## src/rtl/alu32_pkg.sv

```systemverilog
// Shared definitions for the alu32 issue datapath: op codes, flag bit positions and FSM states.
package alu32_pkg;

  localparam logic [2:0] OP_NOTA = 3'b000;
  localparam logic [2:0] OP_NOTB = 3'b001;
  localparam logic [2:0] OP_AND  = 3'b010;
  localparam logic [2:0] OP_OR   = 3'b011;
  localparam logic [2:0] OP_XOR  = 3'b100;
  localparam logic [2:0] OP_XNOR = 3'b101;
  localparam logic [2:0] OP_ADD  = 3'b110;
  localparam logic [2:0] OP_SUB  = 3'b111;

  localparam int unsigned FLG_C = 3;
  localparam int unsigned FLG_N = 2;
  localparam int unsigned FLG_Z = 1;
  localparam int unsigned FLG_V = 0;

  typedef enum logic {StIdle, StExec} state_e;

  function automatic logic is_arith(logic [2:0] op);
    return (op == OP_ADD) || (op == OP_SUB);
  endfunction

endpackage

```

## src/rtl/alu32_rsp_fifo.sv

```systemverilog
// Power-of-two response FIFO; pointers wrap naturally at Depth.
module alu32_rsp_fifo #(
  parameter int unsigned Depth = 2,
  parameter int unsigned Width = 40
) (
  input  logic                     clk_i,
  input  logic                     rst_ni,
  input  logic                     push_i,
  input  logic [Width-1:0]         data_i,
  input  logic                     pop_i,
  output logic [Width-1:0]         data_o,
  output logic                     full_o,
  output logic                     empty_o,
  output logic [$clog2(Depth):0]   count_o
);

  localparam int unsigned PtrW = $clog2(Depth);
  localparam int unsigned CntW = PtrW + 1;

  logic [Width-1:0] mem_q [Depth];
  logic [PtrW-1:0]  wr_ptr_q, rd_ptr_q;
  logic [CntW-1:0]  count_q, count_d;

  always_comb begin
    count_d = count_q + CntW'(push_i) - CntW'(pop_i);
  end

  always_ff @(posedge clk_i or negedge rst_ni) begin
    if (!rst_ni) begin
      for (int i = 0; i < Depth; i++) mem_q[i] <= '0;
      wr_ptr_q <= '0;
      rd_ptr_q <= '0;
      count_q  <= '0;
    end else begin
      if (push_i) begin
        mem_q[wr_ptr_q] <= data_i;
        wr_ptr_q        <= wr_ptr_q + 1'b1;
      end
      if (pop_i) rd_ptr_q <= rd_ptr_q + 1'b1;
      count_q <= count_d;
    end
  end

  assign data_o  = mem_q[rd_ptr_q];
  assign empty_o = (count_q == '0);
  assign full_o  = (count_q == CntW'(Depth));
  assign count_o = count_q;

  a_no_push_full: assert property (@(posedge clk_i) disable iff (!rst_ni) !(push_i && full_o));
  a_no_pop_empty: assert property (@(posedge clk_i) disable iff (!rst_ni) !(pop_i && empty_o));

endmodule

```

## src/rtl/alu32_seq.sv

```systemverilog
// Issues ALU commands to an external alu32 and returns results in order through a FIFO.
// Optional sticky carry/overflow tracking is enabled with ALU_STICKY_FLAGS_EN.
module alu32_seq
  import alu32_pkg::*;
#(
  parameter int unsigned DEPTH = 2,
  parameter int unsigned TAG_W = 4
) (
  input  logic             clk_i,
  input  logic             reset_ni,
  input  logic             cmd_valid_i,
  output logic             cmd_ready_o,
  input  logic [2:0]       cmd_op_i,
  input  logic [31:0]      cmd_a_i,
  input  logic [31:0]      cmd_b_i,
  input  logic             cmd_acc_i,
  input  logic [TAG_W-1:0] cmd_tag_i,
  output logic [2:0]       alu_op_o,
  output logic [31:0]      alu_a_o,
  output logic [31:0]      alu_b_o,
  input  logic [31:0]      alu_result_i,
  input  logic [3:0]       alu_flags_i,
`ifdef ALU_STICKY_FLAGS_EN
  input  logic             clr_sticky_i,
  output logic [1:0]       sticky_cv_o,
`endif
  output logic             rsp_valid_o,
  input  logic             rsp_ready_i,
  output logic [31:0]      rsp_result_o,
  output logic [3:0]       rsp_flags_o,
  output logic [TAG_W-1:0] rsp_tag_o
);

  localparam int unsigned CntW  = $clog2(DEPTH) + 1;
  localparam int unsigned RspW  = 32 + 4 + TAG_W;

  state_e            state_q, state_d;
  logic [2:0]        op_q, op_d;
  logic [31:0]       a_q, a_d, b_q, b_d, acc_q;
  logic [TAG_W-1:0]  tag_q, tag_d;
  logic [CntW-1:0]   count;
  logic [CntW:0]     occupancy;
  logic              accept, push, pop, full, empty;
  logic [RspW-1:0]   rsp_data;

  // An in-flight EXEC command already owns a FIFO slot.
  assign occupancy   = {1'b0, count} + {{CntW{1'b0}}, (state_q == StExec)};
  assign cmd_ready_o = reset_ni && (state_q == StIdle) && (occupancy < (CntW + 1)'(DEPTH));
  assign accept      = cmd_valid_i && cmd_ready_o;
  assign push        = (state_q == StExec);
  assign pop         = rsp_valid_o && rsp_ready_i;

  always_comb begin
    state_d = state_q;
    op_d    = op_q;
    a_d     = a_q;
    b_d     = b_q;
    tag_d   = tag_q;
    unique case (state_q)
      StIdle: begin
        if (accept) begin
          state_d = StExec;
          op_d    = cmd_op_i;
          a_d     = cmd_acc_i ? acc_q : cmd_a_i;
          b_d     = cmd_b_i;
          tag_d   = cmd_tag_i;
        end
      end
      StExec:  state_d = StIdle;
      default: state_d = StIdle;
    endcase
  end

  always_ff @(posedge clk_i or negedge reset_ni) begin
    if (!reset_ni) begin
      state_q <= StIdle;
      op_q    <= '0;
      a_q     <= '0;
      b_q     <= '0;
      tag_q   <= '0;
      acc_q   <= '0;
    end else begin
      state_q <= state_d;
      op_q    <= op_d;
      a_q     <= a_d;
      b_q     <= b_d;
      tag_q   <= tag_d;
      if (push) acc_q <= alu_result_i;
    end
  end

  assign alu_op_o = op_q;
  assign alu_a_o  = a_q;
  assign alu_b_o  = b_q;

  alu32_rsp_fifo #(
    .Depth (DEPTH),
    .Width (RspW)
  ) u_rsp_fifo (
    .clk_i   (clk_i),
    .rst_ni  (reset_ni),
    .push_i  (push),
    .data_i  ({alu_result_i, alu_flags_i, tag_q}),
    .pop_i   (pop),
    .data_o  (rsp_data),
    .full_o  (full),
    .empty_o (empty),
    .count_o (count)
  );

  assign rsp_valid_o  = !empty;
  assign rsp_result_o = rsp_data[RspW-1 -: 32];
  assign rsp_flags_o  = rsp_data[TAG_W +: 4];
  assign rsp_tag_o    = rsp_data[TAG_W-1:0];

  a_ready_not_full: assert property (@(posedge clk_i) disable iff (!reset_ni)
                                     cmd_ready_o |-> !full);

`ifdef ALU_STICKY_FLAGS_EN
  logic [1:0] sticky_q;

  always_ff @(posedge clk_i or negedge reset_ni) begin
    if (!reset_ni) begin
      sticky_q <= '0;
    end else if (clr_sticky_i) begin
      sticky_q <= '0;
    end else if (push && is_arith(op_q)) begin
      sticky_q <= sticky_q | {alu_flags_i[FLG_C], alu_flags_i[FLG_V]};
    end
  end

  assign sticky_cv_o = sticky_q;
`endif

endmodule

```

## config.mk

```make
export PLATFORM = sky130hd
export DESIGN_NAME = alu32_seq
export DESIGN_NICKNAME = d
export VERILOG_FILES = /design/src/rtl/alu32_pkg.sv /design/src/rtl/alu32_rsp_fifo.sv /design/src/rtl/alu32_seq.sv
export SDC_FILE = /design/constraint.sdc
export NUM_CORES = 1
export LEC_CHECK = 0
export ABC_AREA = 1
export CAP_MARGIN = 30
export CELL_PAD_IN_SITES_DETAIL_PLACEMENT = 1
export CELL_PAD_IN_SITES_GLOBAL_PLACEMENT = 2
export CORE_MARGIN = 5
export CORE_UTILIZATION = 30
export CTS_BUF_LIST = sky130_fd_sc_hd__clkbuf_2 sky130_fd_sc_hd__clkbuf_4 sky130_fd_sc_hd__clkbuf_8
export DETAILED_ROUTE_END_ITERATION = 8
export DONT_BUFFER_PORTS = 1
export GPL_TIMING_DRIVEN = 0
export PLACE_DENSITY = 0.66
export SETUP_SLACK_MARGIN = 0.2
export SLEW_MARGIN = 20
export SYNTH_ARGS = -nofsm -noshare
export SYNTH_HDL_FRONTEND = slang
export SYNTH_HIERARCHICAL = 1
export SYNTH_SLANG_ARGS = --single-unit
```

## constraint.sdc

```tcl
create_clock -name clk_i -period 1.8 [get_ports clk_i]
set_clock_uncertainty 0.15 [all_clocks]
set_input_delay 0.18 -clock clk_i [delete_from_list [all_inputs] [get_ports clk_i]]
set_output_delay 0.18 -clock clk_i [all_outputs]
set_load 0.005 [all_outputs]
```

# After elaboration in Yosys (flattened, before gate mapping)
# Index checks and enable logic that the tools add are counted.
# op_classes
n_mux	9
magnitude_cmp	4
n_addsub	5
reduce_logical	8
bitwise	3
# op_table
operator	count
$mux W40	4
$bwmux W80	1
$demux W40 S1	1
$mux W32	1
$logic_and A1 B1 Y1	5
$ge A2 B2 Y1 const B	2
$not A1 Y2	2
$add A2 B1 Y3	1
$lt A3 B2 Y1 const B	1
$add A1 B1 Y1 const B	2
$add A2 B1 Y2	1
$logic_not A2 Y1	1
$lt A2 B1 Y1 const B	1
$pmux W1 S2	1
$reduce_and A2 Y1	1
$sub A2 B1 Y2	1
$logic_not A1 Y1	1
$mux W1	1
$not A1 Y1	1
# totals
elab_cells	40
register_bits	188

# Longest topological paths before layout
# logic_depth
ltp_word	6
mapped_depth	8
mapped_depth_nobuf	8

# Modules after synthesis
# The synthesis kept the hierarchy.
# by_module_without_submodules
mod	seq_area_each_um2	cells_per_inst	area_each_um2	instances
alu32_seq	2602.5	561	4524.3	1
alu32_rsp_fifo	2102.0	449	3682.3	1

# Least setup slack after synthesis
# No wires, ideal clock.
# synth_path
kind	reg2reg
startpoint	reg u_rsp_fifo.count_q[1] (netlist: u_rsp_fifo/count_o[1])
endpoint	reg u_rsp_fifo.count_q[1] (netlist: u_rsp_fifo/count_o[1])
slack_ns	0.297
stages_incl_launch_ff	9
arrival_time_ns	1.236
n_path_buf	0
synth_period_minus_slack_ns	1.503
setup_time_ns	0.116
cell_sequence	dfrtp_1 nor2_1 nor2_1 ha_1 inv_1 ha_1 inv_1 nand2_1 nand2_1
# synth_between
elab_chain_len	4
word_cells_on_any_way	5
cone_classes	2 x add/sub; 3 x reduce/logical
# synth_lines
item	line	source
start, declared	alu32_rsp_fifo.sv:22	logic [CntW-1:0] count_q, count_d;
start signal, assigned	alu32_rsp_fifo.sv:40	count_q <= count_d;
$logic_not A2 Y1	alu32_rsp_fifo.sv:45	assign empty_o = (count_q == '0);
named net empty	alu32_seq.sv:43	logic accept, push, pop, full, empty;
$logic_not A1 Y1	alu32_seq.sv:111	assign rsp_valid_o = !empty;
$logic_and A1 B1 Y1	alu32_seq.sv:51	assign pop = rsp_valid_o && rsp_ready_i;
named net pop	alu32_seq.sv:43	
$sub A2 B1 Y2	alu32_rsp_fifo.sv:25	count_d = count_q + CntW'(push_i) - CntW'(pop_i);
named net u_rsp_fifo.count_d[1]	alu32_rsp_fifo.sv:22	
# The timed path passes the listed nets, and every way through them passes these cells.
# A chain may end at the register's enable or synchronous reset.

# Final worst setup path
# layout_path
startpoint	reg u_rsp_fifo.rd_ptr_q
endpoint	out rsp_result_o[16]
# layout_between
elab_chain_len	4
# layout_lines
item	line	source
start, declared	alu32_rsp_fifo.sv:21	logic [PtrW-1:0] wr_ptr_q, rd_ptr_q;
start signal, assigned	alu32_rsp_fifo.sv:39	if (pop_i) rd_ptr_q <= rd_ptr_q + 1'b1;
$not A1 Y2 (not written as such)	alu32_rsp_fifo.sv:44	assign data_o = mem_q[rd_ptr_q];
$mux W40 (not written as such) (3 in series)	alu32_rsp_fifo.sv:44	
end, declared	alu32_seq.sv:29	output logic [31:0] rsp_result_o,
# No other way between the ends. The select of a mux whose other input is x is not followed.

==> out/results.tsv <==
stage	metric	value	unit
run_status	status	complete, but fails checks	
run_status	violations	hold timing	
synth	yosysWarnings	6	
synth	syn_avg_cell_area	8.130	sq um
clock_tree	clkSlewWorstSetupHoldPaths	0.11	ns
grt	antenna_found_initial	4	
placed_design	routabilityCongestion	0.7200	
floorplanning	dieArea	0.03075	sq mm
setup_path	cp.arrival	1.42	ns
clock_tree	insertion_delay	0.46	ns
detailed_routing	avgRoutedWirePerCell	18.70	um
clock_tree	cts_inserted_buffers	17	
detailed_routing	drt_wl_total	28380	um
grt	grt_max_degree	192	
timing	timing.fmax	570.5	MHz
detailed_routing	first_pass_iters	4	
final_layout	fillers	3088	
placed_design	dpl_cell_area	0.008630	sq mm
run	drv_cap	0	
clock_tree	h-tree-depth	4	
grt	grt_pass1_vias	7852	
timing	grt_setup_unrepaired	yes	
placed_design	portBuffers	0	
floorplanning	die_x	175.4	um
min_path	hold_path.class	in2async	
clock_tree	clockBufferDepth	2	
final_layout	nNetsFinal	1273	
detailed_routing	viasPerCell	4.695	
setup_path	critical_path_required	1.47	ns
power	p_per_area	1571	mW/mm^2
floorplanning	core-area	0.02695	sq mm
grt	grt_usage	0.1835	
synth	synth_area	0.008203	sq mm
timing	slew_violations	0	
detailed_routing	drt_iter0_markers	354	
timing	tightestPinTransition	0.5090	ns
placed_design	dpl.hpwl	18850	um
floorplanning	chipHeight	175.4	um
grt	gr-total-overflow	0	
synth	synth_nets	1123	
timing	fin_hold_ws	-0.7576	ns
clock_tree	numClockSinks	188	
detailed_routing	ant_nets	0	
clock_tree	cts_hold_buf	110	
timing	hold_viol	188	
power	power_leakage	5.679	nW
final_layout	design_area	0.01135	sq mm
clock_tree	clockRootBuffer	clkbuf_8	
detailed_routing	num_vias	7127	
setup_path	critPathKind	reg2out	
timing	tns	0	ns
detailed_routing	drc	0	
power	ir_drop	491.4	uV
timing	setup_viol	0	
setup_path	critical_path.max_fanout	13	
setup_path	end_kind	primary output	
clock_tree	cts_tree	done	
timing	max_slew_margin	0.6606	
floorplanning	core.rowCount	60	
final_layout	drive_gt1_frac	0.1689	
final_layout	areaGrowthSynthToFinish	38.33	%
floorplanning	pin_count	221	
synth	syn-instance-count	1009	
grt	grt_pass1_wl	44140	um
timing	period_share	0.9738	
setup_path	cp-start-kind	flip-flop	
timing	post-route-min-period	1.753	ns
floorplanning	start_util	0.3044	
## final timing paths
path	to	cells past startpoint	slack, ns	start
setup / recovery	rsp_result_o[16]	3	0.05	u_rsp_fifo/rd_ptr_q$_DFFE_PN0P_
hold / removal	alu_a_o[26]$_DFFE_PN0P_	0	-0.76	reset_ni
setup reg to reg	alu_a_o[13]$_DFFE_PN0P_	9	0.24	push$_DFF_PN0_
hold reg to reg	tag_q[0]$_DFFE_PN0P_	2	0.33	tag_q[0]$_DFFE_PN0P_
max in group asynchronous	u_rsp_fifo/count_o[1]$_DFF_PN0_	0	1.85	reset_ni
min in group clk_i	alu_a_o[9]$_DFFE_PN0P_	5	0.06	cmd_acc_i
## cell usage in the layout (no fill, tap or decap), types with 2 or more instances in the layout
cell,n
dlygate4sd3_1,110
xor2_1,2
clkbuf_1,5
buf_4,8
nor2_4,4
clkinv_4,5
inv_6,3
nand2_2,16
buf_2,19
buf_6,15
nand2_1,445
buf_1,5
inv_8,4
nand4_1,39
dfrtp_1,186
o21ai_0,80
nand3_1,12
clkbuf_16,10
inv_1,90
diode_2,5
nand3_2,20
inv_2,2
clkbuf_8,18
o21ai_4,40
buf_8,4
dfrtp_2,2
buf_12,7
clkbuf_2,11
clkbuf_4,3
## registers in the layout (all words and copies together) (netlist names)
| name | flops |
|---|---|
| acc_q | 32 |
| alu_a_o | 32 |
| alu_b_o | 32 |
| alu_op_o | 3 |
| push | 1 |
| tag_q | 4 |
| u_rsp_fifo/count_o | 2 |
| u_rsp_fifo/mem_q | 80 |
| u_rsp_fifo/rd_ptr_q | 1 |
| u_rsp_fifo/wr_ptr_q | 1 |
## metal layers
metal,wire length (um),global-route usage,up-vias
li1,-,-,3457
met1,12520,0.2367,3503
met2,13790,0.3100,156
met3,1891,0.05489,11
met4,187,0.03273,0
met5,0,0,-
## area by class of cell
type                       instances  area [sq um]  area share
buffer                            65         568.0     0.05006
tap                              341         426.7     0.03760
clock buffer                      19         255.2     0.02249
inverter                          93         356.6     0.03143
multi-input combinational        663          3478      0.3065
sequential                       188          4707      0.4148
timing repair buffer             131          1415      0.1247
antenna                            5         12.51    0.001103
clock inverter                    13         127.6     0.01125
## power breakdown
group          switching (mW)  internal (mW)  total, mW
logic                    4.21           3.11       7.32
clock network            1.71           1.07       2.79
registers                1.43           6.29       7.72
## critical path, stage by stage, from the launching register on
cell and delay, ns:
dfrtp_1 0.41, buf_12 0.17, clkbuf_16 0.19, o21ai_4 0.19
## metrics by stage
stage | setup WS [ns] | cells | hold slack [ns] | power (mW) | util
after detailed placement | -0.2684 | 1350 | -0.2578 | 12.40 | 0.3202
after CTS | -0.01239 | 1509 | -0.8045 | 17.79 | 0.4091
after global routing | -0.04925 | 1516 | -0.8208 | 19.27 | 0.4208
after global placement | -0.2685 | 1350 | -0.2571 | 12.24 | 0.3202
after floorplan | 0.2971 | 1009 | -0.2656 | 10.62 | -
final | 0.04725 | 1518 | -0.7576 | 17.83 | 0.4210
## repair_timing
item                                    in CTS  in global routing
endpoints found under the hold margin      364                188
buffers inserted                            12                  2
cloned                                       5                  2
gates resized for setup                    192                 70
endpoints found under the setup margin     146                115
pin swaps                                   23                 29
No activity file was read; power rests on OpenSTA's default activity.
